==> src/rtl/lsu_pkg.sv <==
// Shared definitions for the load/store unit: RV32I funct3 codes, FSM states
// and resp_err bit positions.
package lsu_pkg;

    localparam logic [2:0] F3_B  = 3'b000;
    localparam logic [2:0] F3_H  = 3'b001;
    localparam logic [2:0] F3_W  = 3'b010;
    localparam logic [2:0] F3_BU = 3'b100;
    localparam logic [2:0] F3_HU = 3'b101;

    localparam int ERR_MISALIGN = 0;
    localparam int ERR_RANGE    = 1;
    localparam int ERR_ILLEGAL  = 2;

    typedef enum logic [1:0] {
        S_IDLE   = 2'd0,
        S_ACCESS = 2'd1,
        S_WRITE  = 2'd2,
        S_RESP   = 2'd3
    } lsu_state_t;

    // Stores only support b/h/w; loads reject the three unassigned codes.
    function automatic logic f3_illegal(input logic we, input logic [2:0] f3);
        if (we)
            return !(f3 == F3_B || f3 == F3_H || f3 == F3_W);
        else
            return (f3 == 3'b011 || f3 == 3'b110 || f3 == 3'b111);
    endfunction

    function automatic logic f3_is_half(input logic [2:0] f3);
        return (f3 == F3_H || f3 == F3_HU);
    endfunction

    function automatic logic f3_is_word(input logic [2:0] f3);
        return (f3 == F3_W);
    endfunction

endpackage

==> src/rtl/lsu_align.sv <==
// Combinational lane logic shared by the load path (extract + extend) and
// the sub-word store path (merge new byte/half into the old word).
module lsu_align
    import lsu_pkg::*;
(
    input  logic [31:0] i_word,
    input  logic [1:0]  i_off,
    input  logic [2:0]  i_funct3,
    input  logic [31:0] i_wdata,
    output logic [31:0] o_load,
    output logic [31:0] o_merge
);

    logic [31:0] w_shift;

    always_comb begin
        w_shift = i_word >> {i_off, 3'b000};
        case (i_funct3)
            F3_B:    o_load = {{24{w_shift[7]}}, w_shift[7:0]};
            F3_H:    o_load = {{16{w_shift[15]}}, w_shift[15:0]};
            F3_BU:   o_load = {24'h0, w_shift[7:0]};
            F3_HU:   o_load = {16'h0, w_shift[15:0]};
            default: o_load = i_word;
        endcase
    end

    always_comb begin
        o_merge = i_word;
        case (i_funct3)
            F3_B: o_merge[{i_off, 3'b000} +: 8] = i_wdata[7:0];
            F3_H: begin
                if (i_off[1])
                    o_merge[31:16] = i_wdata[15:0];
                else
                    o_merge[15:0] = i_wdata[15:0];
            end
            default: o_merge = i_wdata;
        endcase
    end

endmodule

==> src/rtl/load_store_unit.sv <==
// RV32I load/store unit between MEM stage and a word-addressed data memory.
// Optional: LSU_MISALIGN_TRAP_EN reports misaligned accesses as errors;
// without it the offending low address bits are cleared and the access proceeds.
module load_store_unit
    import lsu_pkg::*;
#(
    parameter int MEM_WORDS = 32
) (
    input  logic        clk,
    input  logic        rst,
    input  logic        req_valid,
    output logic        req_ready,
    input  logic        req_we,
    input  logic [2:0]  req_funct3,
    input  logic [31:0] req_addr,
    input  logic [31:0] req_wdata,
    output logic        resp_valid,
    output logic [31:0] resp_rdata,
    output logic [2:0]  resp_err,
    output logic [31:0] mem_a,
    output logic [31:0] mem_wd,
    output logic        mem_we,
    input  logic [31:0] mem_rd
);

    lsu_state_t  r_state;
    lsu_state_t  w_next;
    logic        r_we;
    logic [2:0]  r_f3;
    logic [31:0] r_addr;
    logic [31:0] r_wdata;
    logic [31:0] r_merge;
    logic [31:0] r_rdata;
    logic [2:0]  r_err;

    logic        w_half;
    logic        w_word;
    logic        w_misalign;
    logic [31:0] w_addr_eff;
    logic [2:0]  w_err;
    logic [31:0] w_align_word;
    logic [31:0] w_load;
    logic [31:0] w_merge;
    logic        w_we_raw;

    always_comb begin
        w_half = f3_is_half(req_funct3);
        w_word = f3_is_word(req_funct3);
`ifdef LSU_MISALIGN_TRAP_EN
        w_misalign = (w_half && req_addr[0]) || (w_word && (req_addr[1:0] != 2'b00));
        w_addr_eff = req_addr;
`else
        w_misalign = 1'b0;
        if (w_word)
            w_addr_eff = {req_addr[31:2], 2'b00};
        else if (w_half)
            w_addr_eff = {req_addr[31:1], 1'b0};
        else
            w_addr_eff = req_addr;
`endif
        w_err               = 3'b000;
        w_err[ERR_MISALIGN] = w_misalign;
        w_err[ERR_RANGE]    = ({2'b00, w_addr_eff[31:2]} >= 32'(MEM_WORDS));
        w_err[ERR_ILLEGAL]  = f3_illegal(req_we, req_funct3);
    end

    // The RMW write cycle merges into the word captured during ACCESS.
    assign w_align_word = (r_state == S_WRITE) ? r_merge : mem_rd;

    lsu_align u_align (
        .i_word   (w_align_word),
        .i_off    (r_addr[1:0]),
        .i_funct3 (r_f3),
        .i_wdata  (r_wdata),
        .o_load   (w_load),
        .o_merge  (w_merge)
    );

    always_comb begin
        w_next   = r_state;
        w_we_raw = 1'b0;
        case (r_state)
            S_IDLE: begin
                if (req_valid)
                    w_next = (w_err != 3'b000) ? S_RESP : S_ACCESS;
            end
            S_ACCESS: begin
                if (r_we && (r_f3 == F3_W)) begin
                    w_we_raw = 1'b1;
                    w_next   = S_RESP;
                end else if (r_we) begin
                    w_next = S_WRITE;
                end else begin
                    w_next = S_RESP;
                end
            end
            S_WRITE: begin
                w_we_raw = 1'b1;
                w_next   = S_RESP;
            end
            S_RESP:  w_next = S_IDLE;
            default: w_next = S_IDLE;
        endcase
    end

    always_ff @(posedge clk) begin
        if (!rst) begin
            r_state <= S_IDLE;
            r_we    <= 1'b0;
            r_f3    <= 3'b000;
            r_addr  <= 32'h0;
            r_wdata <= 32'h0;
            r_merge <= 32'h0;
            r_rdata <= 32'h0;
            r_err   <= 3'b000;
        end else begin
            r_state <= w_next;
            case (r_state)
                S_IDLE: begin
                    if (req_valid) begin
                        r_we    <= req_we;
                        r_f3    <= req_funct3;
                        r_addr  <= w_addr_eff;
                        r_wdata <= req_wdata;
                        r_rdata <= 32'h0;
                        r_err   <= w_err;
                    end
                end
                S_ACCESS: begin
                    if (!r_we)
                        r_rdata <= w_load;
                    else if (r_f3 != F3_W)
                        r_merge <= mem_rd;
                end
                default: ;
            endcase
        end
    end

    assign req_ready  = (r_state == S_IDLE);
    assign resp_valid = (r_state == S_RESP);
    assign resp_rdata = r_rdata;
    assign resp_err   = r_err;
    assign mem_a      = {2'b00, r_addr[31:2]};
    assign mem_wd     = (r_state == S_WRITE) ? w_merge : r_wdata;
    // Gating with reset guarantees no write lands on or after a reset edge.
    assign mem_we     = w_we_raw & rst;

endmodule

==> config.mk <==
export PLATFORM = sky130hd
export DESIGN_NAME = load_store_unit
export DESIGN_NICKNAME = d
export VERILOG_FILES = /design/src/rtl/lsu_pkg.sv /design/src/rtl/lsu_align.sv /design/src/rtl/load_store_unit.sv
export SDC_FILE = /design/constraint.sdc
export NUM_CORES = 1
export LEC_CHECK = 0
export ABC_AREA = 1
export CAP_MARGIN = 20
export CORE_AREA = 2 2 103 144
export CTS_CLUSTER_DIAMETER = 50
export CTS_CLUSTER_SIZE = 28
export DETAILED_ROUTE_END_ITERATION = 8
export DIE_AREA = 0 0 105 146
export GPL_ROUTABILITY_DRIVEN = 0
export PLACE_DENSITY_LB_ADDON = 0.12
export SETUP_SLACK_MARGIN = 0.05
export SLEW_MARGIN = 20
export SYNTH_ARGS = -nofsm -noshare
export SYNTH_HDL_FRONTEND = slang
export SYNTH_SLANG_ARGS = --single-unit
==> constraint.sdc <==
create_clock -name clk -period 3.3 [get_ports clk]
set_input_delay 0.33 -clock clk [delete_from_list [all_inputs] [get_ports clk]]
set_output_delay 0.33 -clock clk [all_outputs]
set_load 0.005 [all_outputs]
==> summary.md, run 1 <==
| Metric | Value |
|---|---|
| ANT nets after route | 0 |
| Slew Viols, Final | 0 |
| Slew headroom | about 45% |
| Synth Register Bits | between 100 and 150 |
| Share of layout cells above drive strength 1 | under 10% |
| GRT Overall Usage | between 30% and 40% |
| Library cells used by synthesis | 35 |
| Top cells by count, synth | nand2_1, nor2_1, o21ai_0 |
| Initial DRT Pass Iterations | 9 |
| NetSw | 3.17 mW |
| Cell leakage power | 3.88 nW |
| Starting density of the core | approximately half |
| Nets | roughly 1400 |
| GR peak layer | met2 |
| Worst skew pair latency | roughly 0.42 ns |
| Routed length per instance | 16.8 um |
| Synth Flop Type | dfxtp_1 |
| Run status | completed |
| RSZ-0062 raised after global routing | true |
| Met2 Use GR | around half |
| Seq pwr share | 28.2% |
| WS Path Type | flip-flop to output port |
| Horiz. Die Dim | around 110 um |
| Mapped Area | between 7000 and 8000 um2 |
| Fin crit period | 3.18 ns |
| Sw frac | 39.7% |
| Async SR Flop Fraction | 0% |
| CP max-delay cell | clkdlybuf4s50_1 |
| Number of global-route vias before repair | approximately 7500 |
| Post-synth top area share | between 30% and 40% |
| Root Buffer | clkbuf_16 |
| Total power | roughly 8 mW |
| Final wirelength | roughly 24000 um |
| Max clock buf depth | 2 |
| Leading area contributor after synthesis | dfxtp_1 |
| Number of cell rows | just over 50 |
| Max-cap violations | 0 |
| Remaining DRCs | 0 |
| Vias/cell | between 5 and 6 |
| Mapped Avg Cell Area | 6.52 um2 |
| Port Buffer Count | roughly 200 |
| Int Power | between 4 and 5 mW |
| Crit end category | output port |
| Via count | 7927 |
| I/O Pins | just over 200 |
| Inserted Clock Buffers | 17 |
| Largest net degree at the start of global routing | 100 |
| CTS tree | done |
| Post-DP HPWL | 17500 um |
| Final Cycle Share | a little over nine tenths |
| Crit path DAT | around 2.9 ns |
| HP Class | flip-flop to flip-flop |
| Synth top area cells | dfxtp_1, nand2_1, nor2_1 |
| Combinational share of power | between 40 and 50% |
| Clk network pwr share | between 20% and 30% |
| Clock skew | roughly 0.008 ns |
| Syn. warnings | 0 |
| Peak supply drop | ~0.00045 V |
| ANT cells | 0 |
| Die Ht | 146 um |
| Min-delay src | resp_rdata[11] |
| Full die area | approximately 15000 um2 |
| Number of enable flip-flop cells after synthesis | 0 |
| CTS H-tree depth | 4 |
| Finished Layout Cells | about 1400 |
| Fmax | 314 MHz |
| Worst slew pin tran | 0.828 ns |
| Initial DRC count | 712 |
| CP cell instances | inv_1 > ha_1 > buf_6 > nand2_1 > nand2_1 > o21ai_0 > a21oi_1 > a21oi_1 > o21ai_0 > clkdlybuf4s50_1 |
| TritonCTS Sinks | ~140 |
| Layout area overhead | 34.9% |
| Cells after Synth | approximately 1100 |
| Setup crit start kind | flip-flop |
| Worst-path clk slew | 0.06 ns |
| Final setup viols | 0 |
| Met3 GRT Util | 9.00% |
| CORE AREA | 13900 um2 |
| Most common cell in the netlist | nand2_1 |
| Post-placement cell count | between 1000 and 1500 |
| Initial antenna violation count | 0 |
| Final Hold Viols | 0 |
| RR Startpoint | r_state[0] |
| Met1 Resource Use GR | between 30% and 40% |
| Worst setup startpoint | r_state[0] |
| CP peak stage delay | approximately 0.57 ns |
| CP max FO | 38 |
| Required time of the critical path | approximately 3 ns |
| GR Overflow Total | 0 |
| Wire length of the first global-routing pass | roughly 38000 um |
| Sequential fraction of the synthesis area | 38.0% |
| P per Cell Area | roughly 830 nW/um2 |
-- path summary, 6_finish.rpt --
path                    endpoint  slack, ns  depth (start not counted)
setup / recovery      mem_wd[15]       0.12                         10
hold / removal    resp_rdata[11]       0.46                          2
setup reg to reg  resp_rdata[30]       1.02                         11
hold reg to reg   resp_rdata[11]       0.46                          2
-- timing repair --
action                                  in CTS  in global routing
endpoints found under the setup margin       0                 25
buffers inserted                             0                  0
gates resized for setup                      0                  6
hold buffers                                 0                  0
-- placed cells by master, fill, tap and decap left out, drive strengths merged --
master,n
nor3,6
and2,3
nand3b,1
o211ai,12
buf,18
clkbuf,21
dfxtp,136
ha,9
nor4,2
o22ai,8
clkinvlp,3
inv,56
bufinv,3
nand2,234
or2,2
nor2,235
o21ai,151
nand4,7
a31oi,3
conb,3
clkinv,6
a21oi,77
nand3,42
clkdlybuf4s50,200
a41oi,6
a211oi,6
o32ai,4
-- through the flow --
stage / setup WS, ns / TNS, ns / area (um2) / hold WS [ns] / utilization [%]
detailed placement: 0.605 / 0 / 9030 / 0.456 / 64.9
global route: -0.0504 / -0.0822 / 9660 / 0.468 / 69.4
global placement: 0.608 / 0 / 9030 / 0.453 / 64.9
finish: 0.116 / 0 / 9660 / 0.464 / 69.4
CTS: 0.110 / 0 / 9650 / 0.465 / 69.4
floorplan: 1.26 / 0 / 7170 / 0.444 / -
-- area by class of cell --
cell class / instances / area, um2
multi-input combinational: 811 / 3710
sequential: 136 / 2720
timing repair buffer: 218 / 2150
fill: 1301 / 4250
clock buffer: 21 / 480
tap: 185 / 231
inverter: 57 / 216
clock inverter: 11 / 145
-- power by group through the flow --
stage	Clock (mW)	Combinational (mW)	Sequential, mW
2_1_floorplan	0	2.23	2.22
3_3_place_gp	0	3.61	2.26
3_5_place_dp	0	3.65	2.27
4_1_cts	2.01	3.68	2.24
5_1_grt	2.08	4.10	2.29
6_report	1.99	3.74	2.25
-- worst max-delay path, delay by kind of cell, from the launching register on --
kind	cells	cell delay, ns
fa+ha+maj	1	0.26
flops	1	0.34
simple gates	2	0.29
buf+inv	3	1.00
compound gates	4	0.52
-- metal layers --
layer / routed length (um) / share of wire, %
met5: 0 / 0
met3: 2320 / 9.6
met4: 1650 / 6.8
met1: 8900 / 37
met2: 11300 / 47
-- cells by family after synthesis --
| kind of cell | Yosys count | share of synthesized area, % |
|---|---|---|
| buf+inv | 154 | 10.3 |
| flops | 136 | 38.0 |
| compound gates | 267 | 20.2 |
| fa+ha+maj | 9 | 1.57 |
| simple gates | 532 | 29.8 |
| other cells | 1 | 0.0524 |
-- sequential cells by signal (all words and copies together) (netlist names) --
name        count
r_state         2
r_wdata        32
resp_err        2
resp_rdata     32
r_addr         32
r_we            1
r_merge        32
r_f3            3
No activity file was read; power rests on OpenSTA's default activity.
==> inputs of run 2 (changes only) <==
--- a/config.mk
+++ b/config.mk
@@ -13,7 +13,8 @@
 export DETAILED_ROUTE_END_ITERATION = 8
 export DIE_AREA = 0 0 105 146
 export GPL_ROUTABILITY_DRIVEN = 0
-export PLACE_DENSITY_LB_ADDON = 0.12
+export GPL_TIMING_DRIVEN = 0
+export PLACE_DENSITY = 0.95
 export SETUP_SLACK_MARGIN = 0.05
 export SLEW_MARGIN = 20
 export SYNTH_ARGS = -nofsm -noshare
==> run 2 against run 1 <==
The flow now finishes with violations (design-rule violations). Power is 6.1% higher. Critical path depth is 1 lower. Cell count is 5.7% higher. First-iteration DRC count is 40% higher. Core utilization is 3.5 points higher. Flip-flop and latch count stayed put. Fmax is 1.1% lower. Clock power is 4% higher. Via count is 11% higher. Design area is 5.0% higher. Routed wire length is 11% higher. Combinational power is 10% higher. Highest routed layer unchanged.
==> summary.md, run 2 (synthesis results as in run 1) <==
| Metric | Value |
|---|---|
| Post-CTS Hold Buffers | 0 |
| Root Buffer | clkbuf_16 |
| Max-cap violations | 0 |
| Met3 GRT Util | between 9 and 10% |
| RSZ-0062 raised after global routing | true |
| Crit-path most repeated cell | nand2_1 |
| CP max FO | 10 |
| Fin area | just over 10000 um2 |
| CORE AREA | about 14000 um2 |
| CP Buf/Inv Count | 4 |
| Commonest non-fill, non-tap cell in the layout | nor2_1 |
| Peak supply drop | 0.000481 V |
| WS Path Type | flip-flop to output port |
| Vias/cell | between 5 and 6 |
| Met2 Use GR | about 58% |
| Number of global-route vias before repair | ~8400 |
| Fin crit period | ~3.2 ns |
| Run status | complete, but fails checks |
| Met1 Resource Use GR | a little over a third |
| Total power | between 8 and 9 mW |
| Worst slew pin tran | 0.837 ns |
| I/O Pins | 205 |
| ANT cells | 0 |
| Cell leakage power | 4.12 nW |
| Final Hold Viols | 0 |
| P per Cell Area | around 830 nW/um2 |
| HP Class | flip-flop to flip-flop |
| Initial antenna violation count | 0 |
| Crit end category | output port |
| Worst skew pair latency | between 0.4 and 0.5 ns |
| Remaining DRCs | 1 |
| Die Ht | about 150 um |
| Max clock buf depth | 2 |
| CP cell instances | inv_1 > ha_4 > buf_4 > clkbuf_4 > nand2_1 > nand2_1 > o211ai_1 > a41oi_1 > clkdlybuf4s50_1 |
| Port Buffer Count | 200 |
| Slew headroom | between 40% and 50% |
| TritonCTS Sinks | 136 |
| Final setup viols | 0 |
| CTS H-tree depth | 4 |
| ANT nets after route | 0 |
| Final worst slack | between 0.07 and 0.08 ns |
| Full die area | roughly 15000 um2 |
| Slew Viols, Final | 0 |
| Largest net degree at the start of global routing | 17 |
| Share of layout cells above drive strength 1 | 9.36% |
| Starting density of the core | around half |
| Setup crit start kind | flip-flop |
| CTS tree | done |
| CP peak stage delay | roughly 0.55 ns |
| Final wirelength | between 20000 and 30000 um |
| WHS | between 0.4 and 0.5 ns |
| GR Overflow Total | 0 |
| Routed length per instance | 17.7 um |
| Initial DRT Pass Iterations | 9 |
| Layout area overhead | 41.6% |
| GRT Overall Usage | between 30% and 40% |
| Required time of the critical path | between 2 and 3 ns |
| Number of cell rows | 51 |
| GR peak layer | met2 |
| Placed inst area | 9400 um2 |
| Nets | between 1000 and 1500 |
| Via count | 8776 |
| CP max-delay cell | clkdlybuf4s50_1 |
| Crit path DAT | around 2.9 ns |
| Final Cycle Share | 97.6% |
| Initial DRC count | around 1000 |
| Most frequent cells in the layout | nor2_1, nand2_1, clkdlybuf4s50_1 |
| Horiz. Die Dim | between 100 and 150 um |
| Fmax | approximately 310 MHz |
| Worst-path clk slew | around 0.06 ns |
| Failing checks | design-rule violations |
| Worst slack at placement | between 0.3 and 0.4 ns |
| Crit-path leading delay family | buffers and inverters |
| Post-DP HPWL | between 15000 and 20000 um |
| Final TNS setup | 0 ns |
| Layout filler cell count | 1037 |
| Inserted Clock Buffers | 17 |
| Wire length of the first global-routing pass | between 40000 and 50000 um |
| Clock skew | between 0.006 and 0.007 ns |
-- run 2: cell types whose count changed in the layout (fill, tap and decap cells not counted), moves of 3 or more --
cell / previous run / this run
clkbuf_1: 0 / 37
buf_4: 15 / 38
buf_2: 1 / 14
o21ai_0: 149 / 140
o21ai_1: 1 / 8
buf_1: 0 / 6
nand2_1: 232 / 226
nand2_2: 2 / 8
clkbuf_4: 0 / 4
clkbuf_8: 4 / 1
-- run 2: report_power, final --
group | internal (mW) | leakage (nW) | switching [mW]
combinational | 1.71 | 2.71 | 2.42
clock | 1.29 | 0.303 | 0.783
sequential | 2.02 | 1.11 | 0.238
total | 5.02 | 4.12 | 3.44
-- run 2: worst paths after layout --
path	from	to	slack, ns	cells past startpoint
max	r_state[0]	mem_wd[29]	0.08	9
min	resp_rdata[0]	resp_rdata[0]	0.46	2
max reg2reg	r_state[0]	r_wdata[6]	0.96	7
min reg2reg	resp_rdata[0]	resp_rdata[0]	0.46	2
-- run 2: routing by layer --
layer,wire (um),vias up
met5,0,-
li1,-,4021
met1,8770,3857
met3,3120,232
met4,2410,0
met2,12600,666
-- run 2: final cells by class --
type / instances / area (um2) / area share, %
Clock inverter: 14 / 196 / 1.94
Sequential cell: 136 / 2730 / 26.9
Buffer: 97 / 536 / 5.28
Tap cell: 185 / 231 / 2.28
Inverter: 57 / 219 / 2.16
Timing Repair Buffer: 203 / 2020 / 20.0
Clock buffer: 18 / 439 / 4.33
Multi-Input combinational cell: 811 / 3770 / 37.2
-- run 2: worst reg2reg max path, delay by kind of cell, from the launching register on --
kind | cells | cell delay (ns)
AO/OA/AOI/OAI | 2 | 0.40
adder cells (fa/ha/maj) | 1 | 0.29
buffers and inverters | 3 | 1.04
flip-flops | 1 | 0.38
AND/OR/NAND/NOR | 1 | 0.13
-- run 2: repair_timing --
item	in CTS	in global routing
endpoints found under the setup margin	15	29
setup buffers	0	3
gates resized for setup	5	31
pin swaps	0	2
-- run 2: metrics by stage --
| step | instances | util, % |
|---|---|---|
| after CTS | 1518 | 72.2 |
| after floorplan | 1101 | - |
| after global routing | 1521 | 72.9 |
| after detailed placement | 1486 | 67.6 |
| final | 1521 | 72.9 |
| after global placement | 1486 | 67.6 |
